`config.mk`:
```
export PLATFORM = sky130hd
export DESIGN_NAME = dmem_arbiter
export DESIGN_NICKNAME = d
export VERILOG_FILES = /design/src/rtl/dmem_arb_pkg.sv /design/src/rtl/dmem_arbiter.sv
export SDC_FILE = /design/constraint.sdc
export NUM_CORES = 1
export LEC_CHECK = 0
export CAP_MARGIN = 10
export CELL_PAD_IN_SITES_DETAIL_PLACEMENT = 0
export CELL_PAD_IN_SITES_GLOBAL_PLACEMENT = 1
export CORE_AREA = 3 3 114 116
export DETAILED_ROUTE_END_ITERATION = 8
export DIE_AREA = 0 0 117 119
export DONT_BUFFER_PORTS = 1
export GPL_TIMING_DRIVEN = 0
export PLACE_DENSITY_LB_ADDON = 0.1
export SYNTH_ARGS = -nofsm -noshare
export SYNTH_HDL_FRONTEND = slang
export SYNTH_SLANG_ARGS = --single-unit
```
`constraint.sdc`:
```
create_clock -name clk -period 1.9 [get_ports clk]
set_input_delay 0.095 -clock clk [delete_from_list [all_inputs] [get_ports clk]]
set_output_delay 0.095 -clock clk [all_outputs]
set_load 0.05 [all_outputs]
```
`src/rtl/dmem_arb_pkg.sv`:
```
// Shared types for the data-memory arbiter.
// Grant and FSM encodings plus the starvation-counter width helper.
package dmem_arb_pkg;

    typedef enum logic [0:0] {
        ARB_CPU = 1'b0,
        ARB_EXT = 1'b1
    } arb_state_t;

    typedef enum logic [1:0] {
        GNT_NONE = 2'd0,
        GNT_CPU  = 2'd1,
        GNT_EXT  = 2'd2
    } grant_t;

    function automatic int cnt_width(input int max_wait);
        return $clog2(max_wait + 1);
    endfunction

endpackage

```
`src/rtl/dmem_arbiter.sv`:
```
// Data RAM arbiter: CPU memory stage has priority, EXT port gets a
// forced one-cycle grant after MAX_WAIT contended cycles.
module dmem_arbiter
    import dmem_arb_pkg::*;
#(
    parameter int WIDTH    = 32,
    parameter int MAX_WAIT = 4
) (
    input  logic             clk,
    input  logic             rst_n,
    input  logic             cpu_req_i,
    input  logic             cpu_we_i,
    input  logic [WIDTH-1:0] cpu_addr_i,
    input  logic [WIDTH-1:0] cpu_wdata_i,
    output logic [WIDTH-1:0] cpu_rdata_o,
    output logic             cpu_stall_o,
    input  logic             ext_valid_i,
    output logic             ext_ready_o,
    input  logic             ext_we_i,
    input  logic [WIDTH-1:0] ext_addr_i,
    input  logic [WIDTH-1:0] ext_wdata_i,
    output logic             ext_rvalid_o,
    output logic [WIDTH-1:0] ext_rdata_o,
    output logic [WIDTH-1:0] ram_adr_o,
    output logic [WIDTH-1:0] ram_wdata_o,
    output logic             ram_we_o,
    input  logic [WIDTH-1:0] ram_rdata_i
);

    localparam int CW = cnt_width(MAX_WAIT);
    localparam logic [CW-1:0] CNT_LAST = CW'(MAX_WAIT - 1);
    localparam logic [CW-1:0] CNT_MAX  = CW'(MAX_WAIT);

    arb_state_t       state_q, state_d;
    logic [CW-1:0]    wait_cnt_q, wait_cnt_d;
    logic             ext_rvalid_q, ext_rvalid_d;
    logic [WIDTH-1:0] ext_rdata_q, ext_rdata_d;
    grant_t           gnt;

    always_comb begin
        state_d    = state_q;
        wait_cnt_d = wait_cnt_q;
        gnt        = GNT_NONE;
        unique case (state_q)
            ARB_CPU: begin
                if (cpu_req_i) begin
                    gnt = GNT_CPU;
                    if (ext_valid_i) begin
                        if (wait_cnt_q != CNT_MAX) begin
                            wait_cnt_d = wait_cnt_q + CW'(1);
                        end
                        if (wait_cnt_q == CNT_LAST) begin
                            state_d = ARB_EXT;
                        end
                    end
                end else if (ext_valid_i) begin
                    gnt        = GNT_EXT;
                    wait_cnt_d = '0;
                end
            end
            ARB_EXT: begin
                // A withdrawn EXT request leaves the slot to the CPU.
                if (ext_valid_i) begin
                    gnt = GNT_EXT;
                end else if (cpu_req_i) begin
                    gnt = GNT_CPU;
                end
                state_d    = ARB_CPU;
                wait_cnt_d = '0;
            end
        endcase
    end

    always_comb begin
        ram_adr_o   = '0;
        ram_wdata_o = '0;
        ram_we_o    = 1'b0;
        cpu_rdata_o = '0;
        ext_ready_o = 1'b0;
        unique case (gnt)
            GNT_CPU: begin
                ram_adr_o   = cpu_addr_i;
                ram_wdata_o = cpu_wdata_i;
                ram_we_o    = cpu_we_i;
                cpu_rdata_o = ram_rdata_i;
            end
            GNT_EXT: begin
                ram_adr_o   = ext_addr_i;
                ram_wdata_o = ext_wdata_i;
                ram_we_o    = ext_we_i;
                ext_ready_o = 1'b1;
            end
            default: begin
            end
        endcase
        cpu_stall_o = cpu_req_i && (gnt != GNT_CPU);
    end

    always_comb begin
        ext_rvalid_d = (gnt == GNT_EXT) && !ext_we_i;
        ext_rdata_d  = ext_rvalid_d ? ram_rdata_i : ext_rdata_q;
    end

    always_ff @(posedge clk or negedge rst_n) begin
        if (!rst_n) begin
            state_q      <= ARB_CPU;
            wait_cnt_q   <= '0;
            ext_rvalid_q <= 1'b0;
            ext_rdata_q  <= '0;
        end else begin
            state_q      <= state_d;
            wait_cnt_q   <= wait_cnt_d;
            ext_rvalid_q <= ext_rvalid_d;
            ext_rdata_q  <= ext_rdata_d;
        end
    end

    assign ext_rvalid_o = ext_rvalid_q;
    assign ext_rdata_o  = ext_rdata_q;

endmodule
```
* Word level (Yosys, flattened, before mapping) *
Index checks and enable logic that the tools add are counted.
W data, S select, Z words.

cells by class
  multiplexer cells = 19
  add/sub/neg operators = 1
  reduce and logical (&&, ||, !) cells = 4
  bitwise operators = 1
  equality and inequality tests = 7

operator list
  cell                   count
  $pmux W32 S2           2
  $mux W32               1
  $mux W3                4
  $mux W2                3
  $ne A3 B3 Y1 const B   2
  $pmux W3 S2            1
  $mux W1                5
  $pmux W1 S2            2
  $pmux W2 S2            1
  $add A3 B1 Y3 const B  1
  $eq A3 B2 Y1 const B   1
  $eq A2 B1 Y1 const B   1
  $eq A2 B2 Y1 const B   1
  $logic_and A1 B1 Y1    2
  $ne A2 B1 Y1 const B   1
  $ne A2 B2 Y1 const B   1
  $reduce_and A2 Y1      1
  $logic_not A1 Y1       1
  $not A1 Y1             1

storage, ports and cells
  input port bits = 166
  logic and storage cells = 36
  bits in registers = 37
  output and inout bits = 132

* Logic depth before layout (Yosys ltp) *
  depth in word-level cells = 5
  depth in mapped cells = 9
  gate-level depth less buffers = 6

* Worst setup path after synthesis *
No wires, ideal clock.

  kind = register -> output
  start = register state_q
  end = output ram_adr_o[0]
  cell stages (with the launch flop) = 8
  path buffers = 2
  path slack = -503 ps
  data arrival time = 2308 ps
  required time = 1805 ps
  cell sequence = dfrtp_1 > nand2b_1 > and2_1 > ha_1 > buf_2 > buf_2 > a22oi_1 > nor2_1

between the ends
  word-level cells in the longest chain between the ends = 4
  elaborated cells on any way between the ends = 5
  classes of those cells = eq/ne: 2; mux: 2; bitwise: 1

RTL lines
  what                                          line                 source
  from (decl)                                   dmem_arbiter.sv:34   arb_state_t state_q, state_d;
  from (signal assigned)                        dmem_arbiter.sv:111  state_q <= state_d;
  $not A1 Y1                                    -
  $pmux W2 S2 *                                 dmem_arbiter.sv:44   unique case (state_q)
  $eq A2 B2 Y1 or $eq A2 B1 Y1 (tied branches)  dmem_arbiter.sv:80   unique case (gnt)
  $pmux W32 S2 *                                dmem_arbiter.sv:80
  to (decl)                                     dmem_arbiter.sv:24   output logic [WIDTH-1:0] ram_adr_o,

Mark *: on every way between the ends. The rest lies on a longest branch, timed or not.

* Final worst setup path *
  start = register state_q
  end = output ram_wdata_o[8]

between the ends
  word-level cells in the longest chain between the ends = 4
  elaborated cells on any way between the ends = 5
  classes of those cells = eq/ne: 2; mux: 2; bitwise: 1

RTL lines
  what                                          line                source
  $not A1 Y1                                    -
  $pmux W2 S2 *                                 dmem_arbiter.sv:44
  $eq A2 B2 Y1 or $eq A2 B1 Y1 (tied branches)  dmem_arbiter.sv:80
  $pmux W32 S2 *                                dmem_arbiter.sv:80
  to (decl)                                     dmem_arbiter.sv:25  output logic [WIDTH-1:0] ram_wdata_o,

Marked as above.

==> results.yml <==
floorplanning:
  design.core.area_um2: 12000
  start_util_pct: 22.8
  fp-row-count: 40
  die_area_um2: 13900
  fp.dieW_um: 117
  die_h_um: 119
  io_pins: 298
route:
  first_iter_violations: 85
  vias: 2621
  detail_route.vias_per_cell: 5.23
  dr.pass1.iters: 4
  ant_nets: 0
  drcViolationCount: 0
  drt-total-wl_um: 11500
  wire_per_inst_um: 22.9
timing:
  post-route-period-util_pct: 109
  fmax_ghz: 0.484
  drv_slew: 0
  maxSlewHeadroom_pct: 65.5
  fin_crit_ns: 2.07
  setup_ws_ns: -0.167
  hold_violations: 0
  rsz0062_at_grt: "yes"
  worst_pin_slew_ns: 0.517
  finalClockSkew_ns: 0.00564
  setup-violations-final: 97
  fin_hold_ws_ns: 0.105
yosys:
  ys_seq_area_share_pct: 33.8
  syn-mean-instance-area_um2: 9.29
  synth_top_family_by_area: "simple AND/OR/NAND/NOR gates"
  syn_area_um2: 2740
  synthSimpleGateAreaFrac_pct: 19.5
  synth_common_cells: "nor2_1, a22oi_1, dfrtp_1"
  ys_seq_elements: 37
  synthArstFlopShare_pct: 100
  synth_cell_types: 21
  syn-num-nets: 467
  synth-compound-area-share_pct: 18.8
  yosys.area_share.adder_pct: 2.74
  syn_inst: 295
  yosysWarningCount: 0
  yosys.area.top_type: "dfrtp_1"
  synth_xor_area_share_pct: 0
  yosysMostFrequentCell: "nor2_1"
  synth_edf_count: 0
  synth_top_area_share_pct: 33.8
  synth.top_cells.by_area: "dfrtp_1, a22oi_1, mux2_4"
  synth-main-ff-cell: "dfrtp_1"
  yosys-mux-area-fraction_pct: 17.1
cells_and_area:
  finalNonFillerCells: 501
  nets: 525
  insertedDiodeCount: 0
  multi_input_area_um2: 2450
  drive_gt1_share_pct: 68.1
  ff_latch_area_um2: 926
  fillerInstances: 1103
  area_growth_pct: 79.1
clock_network:
  cts_buffer_depth: 2
  cts-root-buf: "clkbuf_16"
  clock-sinks: 37
  cts_tree: "built"
  clock_latency_ns: 0.28
  path_clk_slew_ns: 0.05
  htreeDepth: 2
  cts_buffers: 5
job:
  drv_cap: 0
outcome:
  status: "complete, but fails checks"
  violations: "negative setup slack"
setup_path:
  reg2reg_depth: 7
  crit_fanout: 10
  startpoint_type: "flop"
  required_ns: 1.80
  worstSetupPathType: "reg -> out"
  endpoint_kind: "output pin"
  critPathArrivalTime_ns: 1.97
power_and_ir_drop:
  p_leak_nw: 1.91
  p_per_area_nw_per_um2: 914
  vdd_drop_max_uv: 445
global_routing:
  antenna_found_initial: 0
  grt-ovfl-total: 0
  grt_pass1_vias: 2717
  grt_pass1_wl_um: 15800
  grt.total_usage_pct: 14.5
  grt_max_degree: 38
placed_design:
  io_buffers: 0
  place_congestion: 0.733
  dp_hpwl_um: 8280
  dpl.cell_count: 442
hold_path:
  hp-class: "in -> reg"
  worstHoldPathCells: 3
-- registers in the layout (all words and copies together), names as in the netlist --
name and count:
wait_cnt_q 3, ext_rdata_o 32, state_q 1, ext_rvalid_o 1
-- power by group --
part | total, mW | internal, mW | switching [mW]
logic | 1.83 | 0.752 | 1.08
clock network | 0.925 | 0.621 | 0.303
registers | 1.73 | 0.970 | 0.763
total | 4.48 | 2.34 | 2.14
-- per-layer routing --
layer / share of wire, % / up-vias / wire (um) / global-route usage (%)
li1: - / 1166 / - / -
met5: 0 / - / 0 / 0
met2: 54 / 167 / 6230 / 26.6
met3: 8.0 / 6 / 915 / 3.10
met1: 37 / 1282 / 4250 / 16.7
met4: 0.86 / 0 / 99 / 3.51
-- kinds of logic after synthesis --
| group | Yosys count |
|---|---|
| AOI/OAI and AO/OA | 69 |
| adders and majority gates | 6 |
| muxes | 32 |
| DFF | 37 |
| buffers and inverters | 37 |
| and+or+nand+nor | 114 |
-- area by class of cell --
cell class / instances / area share (%)
repair buffers: 52 / 13.2
flip-flops and latches: 37 / 18.9
plain buffers: 30 / 10.3
well taps: 147 / 3.75
multi-input cells: 221 / 50.0
clock inverters: 2 / 0.790
clock buffers: 6 / 2.63
inverters: 6 / 0.459
-- worst paths after layout --
kind / startpoint / to / slack (ns)
worst max register to register: state_q / ext_rdata_o[23] / 0.14
max in group asynchronous: rst_n / state_q / 1.42
worst min register to register: state_q / wait_cnt_q[0] / 0.57
min in group asynchronous: rst_n / ext_rdata_o[13] / 0.29
worst min-delay path: ext_valid_i / state_q / 0.11
worst max-delay path: state_q / ram_wdata_o[8] / -0.17
-- cells in the final DEF, fill, tap and decap left out, types with 2 or more instances in the layout --
| master | synthesis | final |
|---|---|---|
| nor2_4 | 0 | 65 |
| a22oi_2 | 0 | 47 |
| dfrtp_1 | 37 | 37 |
| and2_4 | 0 | 33 |
| dlygate4sd3_1 | 0 | 33 |
| mux2_4 | 29 | 29 |
| a22oi_1 | 65 | 18 |
| clkbuf_16 | 0 | 13 |
| buf_12 | 3 | 12 |
| buf_8 | 0 | 11 |
| buf_6 | 1 | 7 |
| buf_4 | 1 | 5 |
| nand2_1 | 5 | 4 |
| inv_1 | 6 | 4 |
| nand4_1 | 4 | 4 |
| buf_16 | 0 | 3 |
| nand2b_1 | 4 | 3 |
| mux2_2 | 3 | 3 |
| ha_4 | 0 | 3 |
| ha_1 | 6 | 3 |
| buf_2 | 17 | 2 |
| inv_2 | 0 | 2 |
| a31oi_1 | 2 | 2 |
-- critical path, stage by stage, from the launching register on --
cell      delay, ns
dfrtp_1        0.37
nand2b_4       0.14
and2_4         0.18
ha_4           0.27
buf_12         0.18
buf_8          0.13
a22oi_1        0.12
nor2_4         0.31
-- per-stage QoR --
step	util, %	cell area (um^2)	TNS [ns]	total power, mW	setup slack (ns)
after global routing	40.9	4910	-18.52	4.69	-0.259
after detailed placement	28.3	3400	-28.18	3.15	-0.487
after CTS	37.3	4480	-12.09	4.40	-0.185
after floorplan	-	3210	-1.23	2.97	-0.150
after global placement	28.3	3400	-29.41	3.15	-0.528
final	40.9	4910	-10.0	4.48	-0.167
-- what timing repair did --
action | CTS | global route
endpoints found under the setup margin | 127 | 107
buffers inserted | 1 | 6
resized for setup | 153 | 53
gates cloned | 5 | 6
pin swaps | 64 | 61
hold endpoints to repair | 69 | 0
hold buffers | 34 | 0
Note: power is estimated with default switching activity, not from simulation.
